**config.mk**
```make
export PLATFORM = sky130hd
export DESIGN_NAME = instr_fetch
export DESIGN_NICKNAME = d
export VERILOG_FILES = /design/src/rtl/riscv_pkg.sv /design/src/rtl/instr_fetch.sv
export SDC_FILE = /design/constraint.sdc
export NUM_CORES = 1
export LEC_CHECK = 0
export ABC_CLOCK_PERIOD_IN_PS = 3500
export CORE_MARGIN = 5
export CORE_UTILIZATION = 40
export DETAILED_ROUTE_END_ITERATION = 6
export PLACE_DENSITY = 0.77
export SLEW_MARGIN = 25
export SYNTH_ARGS = -nofsm -noshare
export SYNTH_HDL_FRONTEND = slang
export SYNTH_SLANG_ARGS = --single-unit
```
**constraint.sdc**
```tcl
create_clock -name clk -period 3.5 [get_ports clk]
set_clock_uncertainty 0.1 [all_clocks]
set_input_delay 0.875 -clock clk [delete_from_list [all_inputs] [get_ports clk]]
set_output_delay 0.875 -clock clk [all_outputs]
set_load 0.05 [all_outputs]
```
**src/rtl/riscv_pkg.sv**
```systemverilog
// Shared RISC-V definitions: major opcodes, the canonical NOP and the fetch FSM state type.
package riscv_pkg;

  localparam logic [6:0]  OP_RTYPE  = 7'b0110011;
  localparam logic [6:0]  OP_LOAD   = 7'b0000011;
  localparam logic [6:0]  OP_STORE  = 7'b0100011;
  localparam logic [6:0]  OP_BRANCH = 7'b1100011;

  // addi x0, x0, 0
  localparam logic [31:0] NOP_INSTR = 32'h0000_0013;

  typedef enum logic [1:0] {
    IDLE = 2'd0,
    REQ  = 2'd1,
    WAIT = 2'd2,
    HOLD = 2'd3
  } fetch_state_t;

endpackage

```
**src/rtl/instr_fetch.sv**
```systemverilog
// Fetch stage: one outstanding imem request, instruction register handed to decode via valid/ready.
// Latency: 3 cycles/instr with 1-cycle memory; redirects discard overtaken fetches.
// Backpressure: holds Instr stable while InstrReady=0. FETCH_PERF_EN adds FetchCount/StallCount.
module instr_fetch
  import riscv_pkg::*;
#(
  parameter int              XLEN     = 32,
  parameter logic [XLEN-1:0] RESET_PC = '0
) (
  input  logic            clk,
  input  logic            reset,
  output logic            ImemReq,
  output logic [XLEN-1:0] ImemAddr,
  input  logic            ImemValid,
  input  logic [31:0]     ImemData,
  input  logic            BranchTaken,
  input  logic [XLEN-1:0] BranchTarget,
  output logic            InstrValid,
  input  logic            InstrReady,
  output logic [31:0]     Instr,
  output logic [XLEN-1:0] InstrPC,
  output logic [6:0]      Opcode
`ifdef FETCH_PERF_EN
  ,
  output logic [31:0]     FetchCount,
  output logic [31:0]     StallCount
`endif
);

  fetch_state_t    state, state_nxt;
  logic [XLEN-1:0] pc, pc_nxt;
  logic [XLEN-1:0] instr_pc_nxt;
  logic [XLEN-1:0] target;
  logic [31:0]     instr_nxt;
  logic            valid_nxt;
  logic            drop, drop_nxt;
  logic            handshake;

  assign target    = BranchTarget & ~XLEN'(3);
  assign handshake = InstrValid && InstrReady;
  assign ImemReq   = (state == REQ);
  assign ImemAddr  = pc;
  assign Opcode    = Instr[6:0];

  always_comb begin
    state_nxt    = state;
    pc_nxt       = pc;
    instr_nxt    = Instr;
    instr_pc_nxt = InstrPC;
    valid_nxt    = InstrValid;
    drop_nxt     = drop;
    case (state)
      IDLE: state_nxt = REQ;
      REQ: begin
        state_nxt = WAIT;
        // the request just issued will still answer; mark it stale
        if (BranchTaken) drop_nxt = 1'b1;
      end
      WAIT: begin
        if (ImemValid) begin
          if (drop || BranchTaken) begin
            drop_nxt  = 1'b0;
            state_nxt = REQ;
          end else begin
            instr_nxt    = ImemData;
            instr_pc_nxt = pc;
            valid_nxt    = 1'b1;
            state_nxt    = HOLD;
          end
        end else if (BranchTaken) begin
          drop_nxt = 1'b1;
        end
      end
      HOLD: begin
        if (BranchTaken) begin
          valid_nxt = 1'b0;
          state_nxt = REQ;
        end else if (handshake) begin
          pc_nxt    = pc + XLEN'(4);
          valid_nxt = 1'b0;
          state_nxt = REQ;
        end
      end
      default: state_nxt = IDLE;
    endcase
    // redirect overrides any sequential PC update
    if (BranchTaken) pc_nxt = target;
  end

  always_ff @(posedge clk or posedge reset) begin
    if (reset) begin
      state      <= IDLE;
      pc         <= RESET_PC;
      Instr      <= NOP_INSTR;
      InstrPC    <= RESET_PC;
      InstrValid <= 1'b0;
      drop       <= 1'b0;
    end else begin
      state      <= state_nxt;
      pc         <= pc_nxt;
      Instr      <= instr_nxt;
      InstrPC    <= instr_pc_nxt;
      InstrValid <= valid_nxt;
      drop       <= drop_nxt;
    end
  end

`ifdef FETCH_PERF_EN
  always_ff @(posedge clk or posedge reset) begin
    if (reset) begin
      FetchCount <= '0;
      StallCount <= '0;
    end else begin
      if (handshake) FetchCount <= FetchCount + 32'd1;
      if (state == HOLD && !InstrReady) StallCount <= StallCount + 32'd1;
    end
  end
`endif

endmodule

```
## Word-level counts from Yosys, hierarchy flattened

Index checks and enable logic that the tools add are counted.

| storage, ports and cells | value |
|---|---|
| output and inout bits | 105 |
| bits in registers | 100 |
| ROM bits | 0 |
| word-level logic and storage cells | 44 |
| memory bits (writable) | 0 |
| latch bits | 0 |
| input bits | 69 |
| memories kept | 0 |

| operators by class | value |
|---|---|
| div/mod/pow operators | 0 |
| equal/unequal tests | 7 |
| mux-type cells | 17 |
| bitwise gates (word level) | 1 |
| reductions and logical operators | 12 |
| $lt $le $gt $ge | 0 |
| shift operators | 0 |
| multiply operators | 0 |
| add/subtract/negate cells | 1 |

Operator list:

| kind | number |
|---|---|
| $mux W32 | 3 |
| $add A32 B3 Y32 const B | 1 |
| $mux W2 | 4 |
| $pmux W2 S4 | 1 |
| $reduce_bool A2 Y1 | 4 |
| $mux W1 | 7 |
| $ne A3 B3 Y1 const B | 2 |
| $reduce_and A2 Y1 | 3 |
| $eq A2 B2 Y1 const B | 2 |
| $ne A2 B2 Y1 const B | 2 |
| $pmux W1 S2 | 2 |
| $reduce_and A4 Y1 | 1 |
| $reduce_and A3 Y1 | 1 |
| $eq A2 B1 Y1 const B | 1 |
| $logic_not A2 Y1 | 1 |
| $logic_and A1 B1 Y1 | 1 |
| $logic_or A1 B1 Y1 | 1 |
| $not A1 Y1 | 1 |

## Longest topological paths before layout

Gate-level depths: netlist of the first run.

| depth | value |
|---|---|
| depth in word-level cells | 4 |
| mapped depth | 7 |
| gate-level depth less buffers | 6 |

## Worst setup path after synthesis of the first run

Ideal clock, no wire load.

| timing | value |
|---|---|
| path type | input -> register |
| start | input BranchTaken |
| end | register Instr[21] |
| cell stages on the path | 4 |
| slack | 0.942 ns |
| required time | 3.275 ns |
| path buffers | 2 |
| data arrival time | 2.333 ns |
| setup time | 0.125 ns |
| cells stage by stage | clkbuf_1 nor3_1 clkbuf_1 mux2_2 |

| between the ends | value |
|---|---|
| longest elaborated chain between the ends | 3 |

RTL lines:

| what | line | source |
|---|---|---|
| start, declared | instr_fetch.sv:16 | `input logic BranchTaken,` |
| $logic_or A1 B1 Y1 | instr_fetch.sv:61 | `if (drop \|\| BranchTaken) begin` |
| $not A1 Y1 (no line) | n/a |  |
| $reduce_and A3 Y1 (no line) | n/a |  |
| end signal, assigned | instr_fetch.sv:101 | `Instr <= instr_nxt;` |
| end, declared | instr_fetch.sv:20 | `output logic [31:0] Instr,` |

Every way passes these cells.
A chain may end at the register's enable or synchronous reset.

## Worst setup path after layout of the first run

| timing | value |
|---|---|
| start | input InstrReady |
| end | register pc[17] (netlist: ImemAddr[17]) |

| between the ends | value |
|---|---|
| longest elaborated chain between the ends | 3 |

RTL lines:

| what | line | source |
|---|---|---|
| start, declared | instr_fetch.sv:19 | `input logic InstrReady,` |
| $logic_and A1 B1 Y1 | instr_fetch.sv:40 | `assign handshake = InstrValid && InstrReady;` |
| $reduce_bool A2 Y1 (no line) | n/a |  |
| $reduce_and A2 Y1 (no line) | n/a |  |
| end signal, assigned | instr_fetch.sv:100 | `pc <= pc_nxt;` |
| end, declared | instr_fetch.sv:31 | `logic [XLEN-1:0] pc, pc_nxt;` |

Every way passes these cells.

==> impl_metrics.json, run 1 <==
{
  "hold_buffers": 0,
  "hold_viol": 0,
  "rsz0062_at_grt": "false",
  "ant_nets": 0,
  "seq_power_share": 0.340,
  "die_w_um": 115,
  "grtUsageMet1": 0.224,
  "synthToLayoutAreaGrowth_pct": 44.6,
  "intPower_w": 0.00269,
  "drive_gt1_frac": 0.171,
  "synth_cell_types": 43,
  "critPathLaunchType": "primary input",
  "relSlewSlack": 0.615,
  "setup-tns-final_ns": 0,
  "combPwrFrac": 0.489,
  "drc": 0,
  "crit_chain": "clkdlybuf4s50_1 > nand3_4 > or4_1 > or4_1 > a31oi_1",
  "syn-instance-count": 383,
  "yosysSeqAreaShare": 0.543,
  "cts_sinks": 96,
  "cts-root-buf": "clkbuf_8",
  "critPathBufInv": 1,
  "cpPeakStageDelay_ns": 0.80,
  "drv_cap": 0,
  "cts_tree": "done",
  "leakagePower_nw": 2.65,
  "diodes": 0,
  "antenna_found_initial": 0,
  "crit_top_cell": "or4_1",
  "arrival_ns": 3.13,
  "grt_max_degree": 52,
  "synth_area_per_cell_um2": 11.6,
  "synth.area.top_cells": "dfrtp_1 53%, mux2_2 16%, or4_1 2.7%",
  "place.gp.congestion": 0.817,
  "synth_top_area_frac": 0.525,
  "synth_top_area_cell": "dfrtp_1",
  "vias": 3570,
  "dp_cells": 668,
  "use_met2": 0.298,
  "clockBufferDepth": 2,
  "grt_usage": 0.177,
  "numCtsBuffers": 9,
  "die_h_um": 115,
  "fin_crit_sh": 0.843,
  "coreArea_um2": 10800,
  "routed_wl_mm": 11.7,
  "postLayoutCoreUtil": 0.591,
  "grt_pass1_wl_mm": 18.6,
  "grt-ovfl-total": 0,
  "ys_ff_latch": 96,
  "clk_pin_slew_ns": 0.10,
  "status": "finished, final reports clean",
  "setup_viol": 0,
  "first_pass_iters": 4,
  "finalCriticalPeriod_ns": 2.95,
  "pwr-share-clk": 0.170,
  "worstHoldPathType": "flip-flop to flip-flop",
  "pin_count": 174,
  "initial_core_util": 0.409,
  "drtIter0Drc": 172,
  "post-dp-hpwl_mm": 8.58,
  "top_usage_layer": "met2",
  "row_count": 38,
  "insertion_delay_ns": 0.36,
  "finalNetCount": 612,
  "fill_cells": 911,
  "yosys_warnings": 0,
  "endpoint_kind": "flip-flop",
  "critical_path.top_delay_family": "simple AND/OR/NAND/NOR gates",
  "p_switching_w": 0.00212,
  "globalRouteMet3Util": 0.0411,
  "slew_viol_final": 0,
  "cts_setup_buffers": 0,
  "die-area_um2": 13300,
  "h-tree-depth": 3,
  "slowest_stage": "or4_1",
  "worst-path-max-fanout": 18,
  "critical_path_required_ns": 3.68,
  "crit_type": "primary input to flip-flop",
  "worst_slew_pin_slew_ns": 0.577,
  "fmax_mhz": 339,
  "stdcell_area_um2": 6410,
  "wl_per_cell_um": 17.1,
  "syn_area_um2": 4430,
  "power.density_nw_per_um2": 751,
  "swShare": 0.441,
  "placed_area_um2": 6180,
  "fin_cells": 684,
  "ir_drop_v": 0.000444,
  "postCtsResizedCells": 0,
  "grt_pass1_vias": 3636,
  "via_per_inst": 5.22,
  "numPortBuffers": 167
}
==> power by group through the flow <==
stage / Combinational (W) / Clock [W] / Sequential, W
after floorplan: 0.000547 / 0 / 0.00266
after global placement: 0.00235 / 0 / 0.00164
after detailed placement: 0.00237 / 0 / 0.00166
after CTS: 0.00238 / 0.000837 / 0.00164
after global routing: 0.00246 / 0.000876 / 0.00169
final: 0.00235 / 0.000818 / 0.00164
==> cell usage after synthesis (all sizes together) <==
cell type	number
o211ai	3
inv	8
ha	4
dfstp	3
or4	16
o2bb2ai	1
nand4	8
a31oi	9
and3	4
nand3	19
a21oi	3
nand2	29
nor4b	1
and4	3
nor3b	1
a22oi	3
a32oi	1
o211a	1
nor3	6
conb	1
a211o	2
nor2b	4
nor2	15
or3	1
xor2	3
o22ai	1
buf	16
xnor2	8
or2	1
mux2	62
clkbuf	16
dfrtp	93
a211oi	1
o21a	2
o21ai	19
nor4	5
o31ai	8
mux2i	1
or4b	1
==> metal layers <==
| layer | vias up | part of all wire |
|---|---|---|
| li1 | 1690 | - |
| met1 | 1740 | 0.42 |
| met2 | 125 | 0.49 |
| met3 | 15 | 0.070 |
| met4 | 0 | 0.016 |
| met5 | - | 0 |
==> metrics by stage <==
| stage | worst slack (ns) | power [W] | hold slack, ns |
|---|---|---|---|
| 2_1_floorplan | 0.0246 | 0.00320 | 0.404 |
| 3_3_place_gp | 0.235 | 0.00399 | 0.388 |
| 3_5_place_dp | 0.185 | 0.00404 | 0.395 |
| 4_1_cts | 0.569 | 0.00486 | 0.416 |
| 5_1_grt | 0.418 | 0.00502 | 0.430 |
| 6_report | 0.550 | 0.00481 | 0.411 |
==> state kept, by name, summed over array words and instances (netlist names) <==
| signal | flops |
|---|---|
| Instr | 32 |
| ImemAddr | 30 |
| InstrPC | 30 |
| state | 2 |
| InstrValid | 1 |
| drop | 1 |
==> kinds of logic after synthesis <==
logic type                 share of synthesized area
AOI/OAI and AO/OA                             0.0780
xor gates and xnor gates                      0.0218
adders and majority gates                     0.0113
buffers and inverters                         0.0452
DFF                                            0.543
muxes                                          0.160
other                                       0.000847
and+or+nand+nor                                0.140
==> placed cells by master (no fill, tap or decap), drive strengths merged, types with 4 or more instances in the layout <==
master and n:
nor2b 4, and3 4, o31ai 8, nor4 5
a31oi 9, nor3 6, nor2 15, or4 16
conb 4, ha 4, buf 8, dfrtp 93
xnor2 8, mux2 62, o21ai 19, clkdlybuf4s50 166
nand4 8, inv 8, clkbuf 11, nand2 29
nand3 19
==> cell type report <==
class                      instances  area (um^2)  area share
sequential                        96         2410       0.376
multi-input combinational        250         1840       0.287
timing repair buffer             174         1730       0.270
tap                              140          175      0.0273
clock buffer                      11          141      0.0221
clock inverter                     5         80.1      0.0125
inverter                           8         32.5     0.00508
==> worst paths after layout <==
path,startpoint,to,slack (ns),cells after the start
min in group asynchronous,reset,ImemAddr[24],0.85,2
setup reg to reg,state[0],ImemAddr[17],0.93,5
hold reg to reg,Instr[11],Instr[11],0.41,1
setup / recovery,InstrReady,ImemAddr[17],0.55,5
max in group asynchronous,reset,ImemAddr[20],1.78,3
hold / removal,Instr[11],Instr[11],0.41,1
Note: power is estimated with default switching activity, not from simulation.
==> run 2: changes to the inputs <==
- ABC_CLOCK_PERIOD_IN_PS: 3500 -> 2500
- clock period: 3.5 -> 2.5 ns (I/O delays scaled with it)
==> run 2 against run 1 <==
Effect of this change:
- register-to-register slack worse by 0.77 ns
- flip-flop and latch count unchanged
- cell count up 0.88%
- largest cell class unchanged
- largest power group unchanged
==> impl_metrics.json, run 2 (synthesized netlist as in run 1, its figures left out) <==
{
  "first_pass_iters": 4,
  "h-tree-depth": 3,
  "layout_commonest_cell": "clkdlybuf4s50_1",
  "via_per_inst": 5.23,
  "numCtsBuffers": 9,
  "worstHoldPathType": "flip-flop to flip-flop",
  "slowest_stage": "clkdlybuf4s50_1",
  "relSlewSlack": 0.634,
  "whs_path_depth": 1,
  "pin_count": 174,
  "r2r_start": "state[0]",
  "ant_nets": 0,
  "ff2ff_path_depth": 6,
  "antenna_found_initial": 0,
  "wl_per_cell_um": 16.9,
  "grt-ovfl-total": 0,
  "endpoint_kind": "primary output",
  "critical_path_required_ns": 1.77,
  "worst-path-max-fanout": 6,
  "top_register": "Instr",
  "critPathBufInv": 1,
  "critPathLaunchType": "flip-flop",
  "drv_cap": 0,
  "stdcell_area_um2": 6480,
  "fmax_mhz": 410,
  "worst_slack_ns": 0.0591,
  "grt_pass1_vias": 3645,
  "ir_drop_v": 0.000625,
  "holdPathEnd": "Instr[7]",
  "dp_slack_ns": -0.397,
  "slew_viol_final": 0,
  "routed_wl_mm": 11.7,
  "hold_viol": 0,
  "status": "finished, final reports clean",
  "rsz0062_at_grt": "false",
  "arrival_ns": 1.72,
  "crit_chain": "clkdlybuf4s50_1",
  "grt_pass1_wl_mm": 18.4,
  "insertion_delay_ns": 0.36,
  "post-dp-hpwl_mm": 8.62,
  "critical_path.top_delay_family": "buffers and inverters",
  "placed_area_um2": 6260,
  "dp_cells": 675,
  "cts_tree": "done",
  "drtIter0Drc": 175,
  "cts_sinks": 96,
  "finalNetCount": 619,
  "synthToLayoutAreaGrowth_pct": 46.4,
  "postLayoutCoreUtil": 0.598,
  "power.density_nw_per_um2": 1030,
  "die-area_um2": 13300,
  "hold_path.startpoint": "Instr[7]",
  "fin_crit_sh": 0.976,
  "row_count": 38,
  "r2r-end": "ImemAddr[27]",
  "clk_pin_slew_ns": 0.09,
  "grt_usage": 0.174,
  "leakagePower_nw": 2.74,
  "die_w_um": 115,
  "place.gp.congestion": 0.777,
  "cts-root-buf": "clkbuf_8",
  "layout_common_cells": "157 x clkdlybuf4s50_1, 91 x dfrtp_1, 62 x mux2_2",
  "grt_max_degree": 97,
  "vias": 3611,
  "drive_gt1_frac": 0.187,
  "rrSetupSlack_ns": 0.16,
  "hold_buffers": 0,
  "drc": 0,
  "die_h_um": 115,
  "clockBufferDepth": 2,
  "largest_reg_flops": 32,
  "setup_viol": 0,
  "worst_slew_pin_slew_ns": 0.547,
  "initial_core_util": 0.409,
  "cpPeakStageDelay_ns": 0.87,
  "fin_cells": 690,
  "crit_type": "flip-flop to primary output",
  "numPortBuffers": 167,
  "diodes": 0,
  "coreArea_um2": 10800,
  "finalCriticalPeriod_ns": 2.44
}
-- run 2: cell type report --
cell class	instances	area [um^2]
Timing Repair Buffer	181	1820
Tap cell	140	175
Fill cell	918	4360
Inverter	8	33.8
Clock buffer	11	131
Multi-Input combinational cell	250	1840
Sequential cell	96	2410
Clock inverter	4	70.1
-- run 2: routing by layer --
layer  routed length (um)  global-route usage  vias to the layer above
met2                 5600               0.286                      139
met4                  202              0.0587                        0
met3                 1020              0.0447                       16
li1                     -                   -                     1707
met5                    0                   0                        -
met1                 4850               0.226                     1749
-- run 2: repair_timing --
action / 4_1_cts / 5_1_grt
hold endpoints to repair: 0 / 0
buffers inserted: 0 / 0
setup endpoints to repair: 0 / 13
resized for setup: 0 / 8
-- run 2: power by group --
group | total (W) | switching, W | internal [W] | leakage [nW]
clock | 0.00107 | 0.000513 | 0.000556 | 0.103
combinational | 0.00331 | 0.00211 | 0.00119 | 1.42
sequential | 0.00229 | 0.000297 | 0.00199 | 1.22
total | 0.00666 | 0.00292 | 0.00374 | 2.74
-- run 2: worst register-to-register path: stages (launching register included) --
cell	delay, ns
dfrtp_1	0.41
ha_2	0.26
nand3_4	0.10
or4_1	0.50
buf_4	0.21
or4_1	0.52
a31oi_1	0.17
-- run 2: worst max-delay path by stage --
stage,start,to,cells after the start
floorplan,ImemAddr[14],ImemAddr[31],6
global placement,InstrReady,ImemAddr[27],6
detailed placement,InstrReady,ImemAddr[21],6
CTS,InstrReady,ImemAddr[27],6
global route,ImemAddr[23],ImemAddr[23],1
finish,ImemAddr[13],ImemAddr[13],1
-- run 2: metrics by stage --
| stage | total power [W] | setup TNS, ns | hold slack (ns) |
|---|---|---|---|
| 2_1_floorplan | 0.00449 | 0 | 0.404 |
| 3_3_place_gp | 0.00559 | -3.49 | 0.387 |
| 3_5_place_dp | 0.00566 | -4.41 | 0.396 |
| 4_1_cts | 0.00673 | 0 | 0.416 |
| 5_1_grt | 0.00696 | 0 | 0.423 |
| 6_report | 0.00666 | 0 | 0.409 |
